<file path="src/rtl/prog_seq.sv">
// Program sequencer: PC, Start/Done run handshake, memory-latency stall and write gating.
// Define PROG_SEQ_PERF_EN to add the InstrCount/StallCount performance counter outputs.
module prog_seq #(
    parameter int T          = 10,
    parameter int W          = 8,
    parameter int MEM_LAT    = 2,
    parameter int START_ADDR = 0
) (
    input  logic         Clk,
    input  logic         Reset,
    input  logic         Start,
    input  logic         Done_in,
    input  logic         BranchEZ,
    input  logic         BranchNZ,
    input  logic         BranchAlways,
    input  logic [W-1:0] Target,
    input  logic [W-1:0] CondVal,
    input  logic         MemOp,
    input  logic         RegWrite_dec,
    input  logic         write_mem_dec,
    output logic [T-1:0] ProgCtr,
    output logic [T-1:0] ProgCtr_p1,
    output logic         RegWrite,
    output logic         write_mem,
    output logic         Stall,
    output logic         Running,
    output logic         Done
`ifdef PROG_SEQ_PERF_EN
    ,
    output logic [15:0]  InstrCount,
    output logic [15:0]  StallCount
`endif
);

    typedef enum logic [1:0] {
        S_IDLE = 2'd0,
        S_RUN  = 2'd1,
        S_WAIT = 2'd2,
        S_HALT = 2'd3
    } state_t;

    localparam logic [T-1:0] START_PC = T'(START_ADDR);
    localparam bit           HAS_LAT  = (MEM_LAT > 0);
    localparam logic [2:0]   LAT_LOAD = HAS_LAT ? 3'(MEM_LAT - 1) : 3'd0;

    state_t       state_q, state_d;
    logic [T-1:0] pc_q, pc_d;
    logic [2:0]   cnt_q, cnt_d;

    logic         commit;
    logic         start_run;
    logic         stall_int;
    logic         taken;
    logic [T-1:0] pc_p1;

    assign pc_p1 = pc_q + T'(1);
    assign taken = BranchAlways
                 | (BranchEZ & (CondVal == '0))
                 | (BranchNZ & (CondVal != '0));

    always_comb begin
        // NOTE: every signal gets a default before the case so no path leaves one unassigned (no latches).
        state_d   = state_q;
        pc_d      = pc_q;
        cnt_d     = cnt_q;
        commit    = 1'b0;
        start_run = 1'b0;
        stall_int = 1'b0;

        unique case (state_q)
            S_IDLE, S_HALT: begin
                if (Start) begin
                    state_d   = S_RUN;
                    pc_d      = START_PC;
                    start_run = 1'b1;
                end
            end
            S_RUN: begin
                if (Done_in) begin
                    state_d = S_HALT;
                end else if (MemOp && HAS_LAT) begin
                    stall_int = 1'b1;
                    cnt_d     = LAT_LOAD;
                    state_d   = S_WAIT;
                end else begin
                    commit = 1'b1;
                end
            end
            S_WAIT: begin
                if (cnt_q != 3'd0) begin
                    stall_int = 1'b1;
                    cnt_d     = cnt_q - 3'd1;
                end else begin
                    commit  = 1'b1;
                    state_d = S_RUN;
                end
            end
            default: state_d = S_IDLE;
        endcase

        // Taken branches zero-extend the W-bit target, clearing the upper PC bits.
        if (commit) begin
            pc_d = taken ? T'(Target) : pc_p1;
        end
    end

    always_ff @(posedge Clk) begin
        // NOTE: sequential state uses non-blocking assignments so every flop samples pre-edge values.
        if (Reset) begin
            state_q <= S_IDLE;
            pc_q    <= START_PC;
            cnt_q   <= 3'd0;
        end else begin
            state_q <= state_d;
            pc_q    <= pc_d;
            cnt_q   <= cnt_d;
        end
    end

    // Reset overrides the strobes combinationally so an interrupted commit never writes.
    assign ProgCtr    = pc_q;
    assign ProgCtr_p1 = pc_p1;
    assign RegWrite   = commit & RegWrite_dec & ~Reset;
    assign write_mem  = commit & write_mem_dec & ~Reset;
    assign Stall      = stall_int & ~Reset;
    assign Running    = (state_q == S_RUN) || (state_q == S_WAIT);
    assign Done       = (state_q == S_HALT);

`ifdef PROG_SEQ_PERF_EN
    logic [15:0] instr_cnt_q, instr_cnt_d;
    logic [15:0] stall_cnt_q, stall_cnt_d;

    always_comb begin
        instr_cnt_d = instr_cnt_q;
        stall_cnt_d = stall_cnt_q;
        if (start_run) begin
            instr_cnt_d = '0;
            stall_cnt_d = '0;
        end else begin
            if (commit && (instr_cnt_q != 16'hFFFF)) instr_cnt_d = instr_cnt_q + 16'd1;
            if (stall_int && (stall_cnt_q != 16'hFFFF)) stall_cnt_d = stall_cnt_q + 16'd1;
        end
    end

    always_ff @(posedge Clk) begin
        if (Reset) begin
            instr_cnt_q <= '0;
            stall_cnt_q <= '0;
        end else begin
            instr_cnt_q <= instr_cnt_d;
            stall_cnt_q <= stall_cnt_d;
        end
    end

    assign InstrCount = instr_cnt_q;
    assign StallCount = stall_cnt_q;
`else
    logic unused_start_run;
    assign unused_start_run = start_run;
`endif

endmodule

</file>
<file path="config.mk">
export PLATFORM = sky130hd
export DESIGN_NAME = prog_seq
export DESIGN_NICKNAME = d
export VERILOG_FILES = /design/src/rtl/prog_seq.sv
export SDC_FILE = /design/constraint.sdc
export NUM_CORES = 1
export LEC_CHECK = 0
export ABC_AREA = 1
export BUFFER_PORTS_ARGS = -buffer_cell sky130_fd_sc_hd__buf_4
export CAP_MARGIN = 15
export CORE_MARGIN = 2
export CORE_UTILIZATION = 42
export CTS_CLUSTER_DIAMETER = 30
export CTS_CLUSTER_SIZE = 24
export DETAILED_ROUTE_END_ITERATION = 6
export HOLD_SLACK_MARGIN = 0.1
export MAX_ROUTING_LAYER = met4
export PLACE_DENSITY_LB_ADDON = 0.1
export SYNTH_ARGS = -nofsm -noshare
export SYNTH_HDL_FRONTEND = slang
export SYNTH_SLANG_ARGS = --single-unit
</file>
<file path="constraint.sdc">
create_clock -name Clk -period 1.3 [get_ports Clk]
set_input_delay 0.13 -clock Clk [delete_from_list [all_inputs] [get_ports Clk]]
set_output_delay 0.13 -clock Clk [all_outputs]
set_load 0.01 [all_outputs]
</file>
==> flow_metrics.tcl <==
set metrics [dict create \
    r2r_cells 13 \
    ant_nets 0 \
    wire_per_inst_um 17.4 \
    crit_path_cell_trace "inv_2 -> ha_4 -> ha_4 -> inv_4 -> buf_6 -> nand2_4 -> buf_4 -> o21ai_1 -> nand2_2 -> inv_2 -> o21ai_1 -> o21ai_1 -> nor2_1" \
    grt_max_degree 17 \
    area_delta_synth_final_pct 105 \
    root_buffer "clkbuf_4" \
    grt_pass1_vias 1581 \
    htree_levels 1 \
    reg2reg_slack_ns -0.53 \
    grt_overflow 0 \
    die_x_um 55.6 \
    violations "negative setup slack" \
    antenna_found_initial 0 \
    max_freq_ghz 0.546 \
    numCtsBuffers 3 \
    cts.sinks 15 \
    dp.final_hpwl_um 2530 \
    multi_input_area_um2 906 \
    ys_ff_latch 15 \
    holdPathEnd "ProgCtr[6]" \
    finClkSkew_ns 0.0121 \
    critical_path_class "flop to flop" \
    dr.pass1.iters 4 \
    clkLatencyLatePin_ns 0.31 \
    drt_iter0_markers 67 \
    rsz0062_at_grt "true" \
    via_count 1677 \
    finalWirelength_um 5340 \
    core-area_um2 2500 \
    core.rowCount 18 \
    place_area_um2 1790 \
    avgSynthCellArea_um2 6.27 \
    critPathLaunchType "flop" \
    synth_nets 210 \
    fin_area_um2 2280 \
    yosysWarningCount 0 \
    drv_cap 0 \
    placed_cells 278 \
    via_per_inst 5.48 \
    ir_drop_v 0.00164 \
    cts_buffer_depth 2 \
    diodes 0 \
    die_h_um 55.6 \
    die-area_um2 3090 \
    portBuffers 50 \
    yosysSeqAreaShare_pct 26.9 \
    fillers 104 \
    io_pins 51 \
    cp-end-kind "flop" \
    holdCritPathClass "input port to flop" \
    drc 0 \
    required_ns 1.51 \
    track_usage_pct 29.3 \
    maxSlewViolCount 0 \
    crit_slowest_cell "dfxtp_2" \
    start_util_pct 44.6 \
    setup_viol 28 \
    slew_headroom_pct 81.8 \
    final_nets 309 \
    status "finished with violations" \
    crit_buf_inv 5 \
    grt_pass1_wl_um 7010 \
    finalCritPeriodShare_pct 141 \
    hold_violations 0 \
    critPathArrivalTime_ns 2.04 \
    syn_inst 178 \
    clk_pin_slew_worst_paths_ns 0.11 \
    reg2reg_to "cnt_q[1]" \
    power.density_nw_per_um2 1610 \
    syn_area_um2 1120 \
    cts_tree "built" \
    r2r-start "cnt_q[0]" \
    fin_cells 306 \
    fin_crit_ns 1.83 \
    synth_cell_types 25 \
    seq_area_um2 320 \
    power_leakage_nw 1.09 \
    layout-drive-gt1-share_pct 60.9 \
    cp_top_family "buffers and inverters" \
    min_from "Reset" \
    slowest_delay_ns 0.36 \
    worst_path_most_repeated_cell "o21ai_1" \
    tightest_slew_ns 0.272 \
    tns_ns -8.83 \
    hold_depth 2 \
    gp_congestion 0.845 \
    worst_slack_ns -0.533 \
    cp_max_fo 4 \
]
-- power breakdown --
| part | switching [mW] | leakage [nW] | internal [mW] |
|---|---|---|---|
| sequential | 0.0992 | 0.128 | 0.580 |
| combinational | 1.27 | 0.949 | 1.42 |
| clock | 0.193 | 0.0177 | 0.115 |
| total | 1.56 | 1.09 | 2.12 |
-- layout by cell type (no fill, tap or decap), types with 2 or more instances in the layout --
cell type,instances
a21oi_1,13
nand4_1,7
buf_12,2
o21ai_4,3
nor2_1,8
nor2_4,5
dfxtp_2,10
buf_6,26
inv_2,9
nand2_1,28
ha_4,5
inv_4,3
clkbuf_4,3
dfxtp_4,2
nand2_2,10
buf_4,69
nand3_1,15
inv_1,24
nand2_4,5
nand3_4,3
or2_4,2
nor2_2,2
dfxtp_1,3
o21ai_1,5
-- timing repair --
| action | in CTS | in global routing |
|---|---|---|
| buffers inserted | 19 | 10 |
| endpoints found under the hold margin | 0 | 0 |
| hold buffers | 0 | 0 |
| pin swaps | 29 | 28 |
| setup endpoints to repair | 27 | 27 |
| resized for setup | 71 | 20 |
-- state kept, by name (all words and copies together) (netlist names) --
register and cells:
ProgCtr 10, cnt_q 3, state_q 2
-- metal layers --
| layer | track usage (%) | up-vias | wire [um] |
|---|---|---|---|
| met3 | 4.22 | 36 | 360 |
| met4 | 15.7 | 0 | 317 |
| li1 | - | 769 | - |
| met5 | - | - | 0 |
| met1 | 29.8 | 767 | 1880 |
| met2 | 53.4 | 105 | 2780 |
-- metrics by stage --
step | utilization, % | power [mW] | hold WS (ns) | setup slack (ns)
floorplan | - | 1.56 | 0.346 | -0.166
global placement | 71.5 | 2.19 | 0.464 | -0.169
detailed placement | 71.5 | 2.23 | 0.470 | -0.201
CTS | 87.5 | 3.31 | 0.152 | -0.422
global route | 91.4 | 3.86 | 0.135 | -0.575
finish | 91.4 | 3.68 | 0.124 | -0.533
-- how the worst max path moves through the flow --
stage                    start        end  slack (ns)  cells after the start
floorplan           state_q[1]  write_mem       -0.17                     10
global placement      cnt_q[0]   RegWrite       -0.17                      9
detailed placement    cnt_q[0]   RegWrite       -0.20                      9
CTS                   cnt_q[1]  write_mem       -0.42                      9
global route          cnt_q[1]   cnt_q[1]       -0.58                     13
finish                cnt_q[0]   cnt_q[1]       -0.53                     13
-- cells in the mapped netlist --
cell type | instances | share of area [%]
a21oi_1 | 14 | 6.3
o21ai_2 | 2 | 1.6
xor2_1 | 1 | 0.78
inv_1 | 34 | 11
o21bai_1 | 1 | 0.67
nor2_1 | 12 | 4.0
nand3b_1 | 1 | 0.67
inv_2 | 2 | 0.67
nand3_1 | 18 | 8.1
xnor2_1 | 1 | 0.78
or2_2 | 2 | 1.1
o21ai_4 | 1 | 1.5
o21ai_0 | 7 | 3.1
dfxtp_1 | 15 | 27
nor3_1 | 1 | 0.45
a211oi_1 | 1 | 0.67
nand3_4 | 1 | 1.6
a31oi_1 | 1 | 0.56
and2_2 | 1 | 0.67
ha_1 | 6 | 6.7
nand2_1 | 43 | 14
clkbuf_1 | 2 | 0.67
buf_6 | 1 | 1.0
nor2_2 | 3 | 1.7
nand4_1 | 7 | 3.9
-- cells by family (layout without fill, tap and decap cells) --
family,count (synthesis),after routing,synth area share [%]
flip-flops,15,15,26.9
XOR/XNOR,2,2,1.57
buffers and inverters,39,137,13.8
AO/OA/AOI/OAI,27,27,14.4
adder cells (fa/ha/maj),6,6,6.73
AND/OR/NAND/NOR,89,89,36.7
-- layout make-up --
type                            instances  area share [%]
Sequential cell                        15            14.0
Tap cell                               30            1.64
Clock buffer                            3           0.986
Clock inverter                          1           0.219
Multi-Input combinational cell        124            39.6
Timing Repair Buffer                   97            37.2
Inverter                               36            6.24
Note: power is estimated with default switching activity, not from simulation.
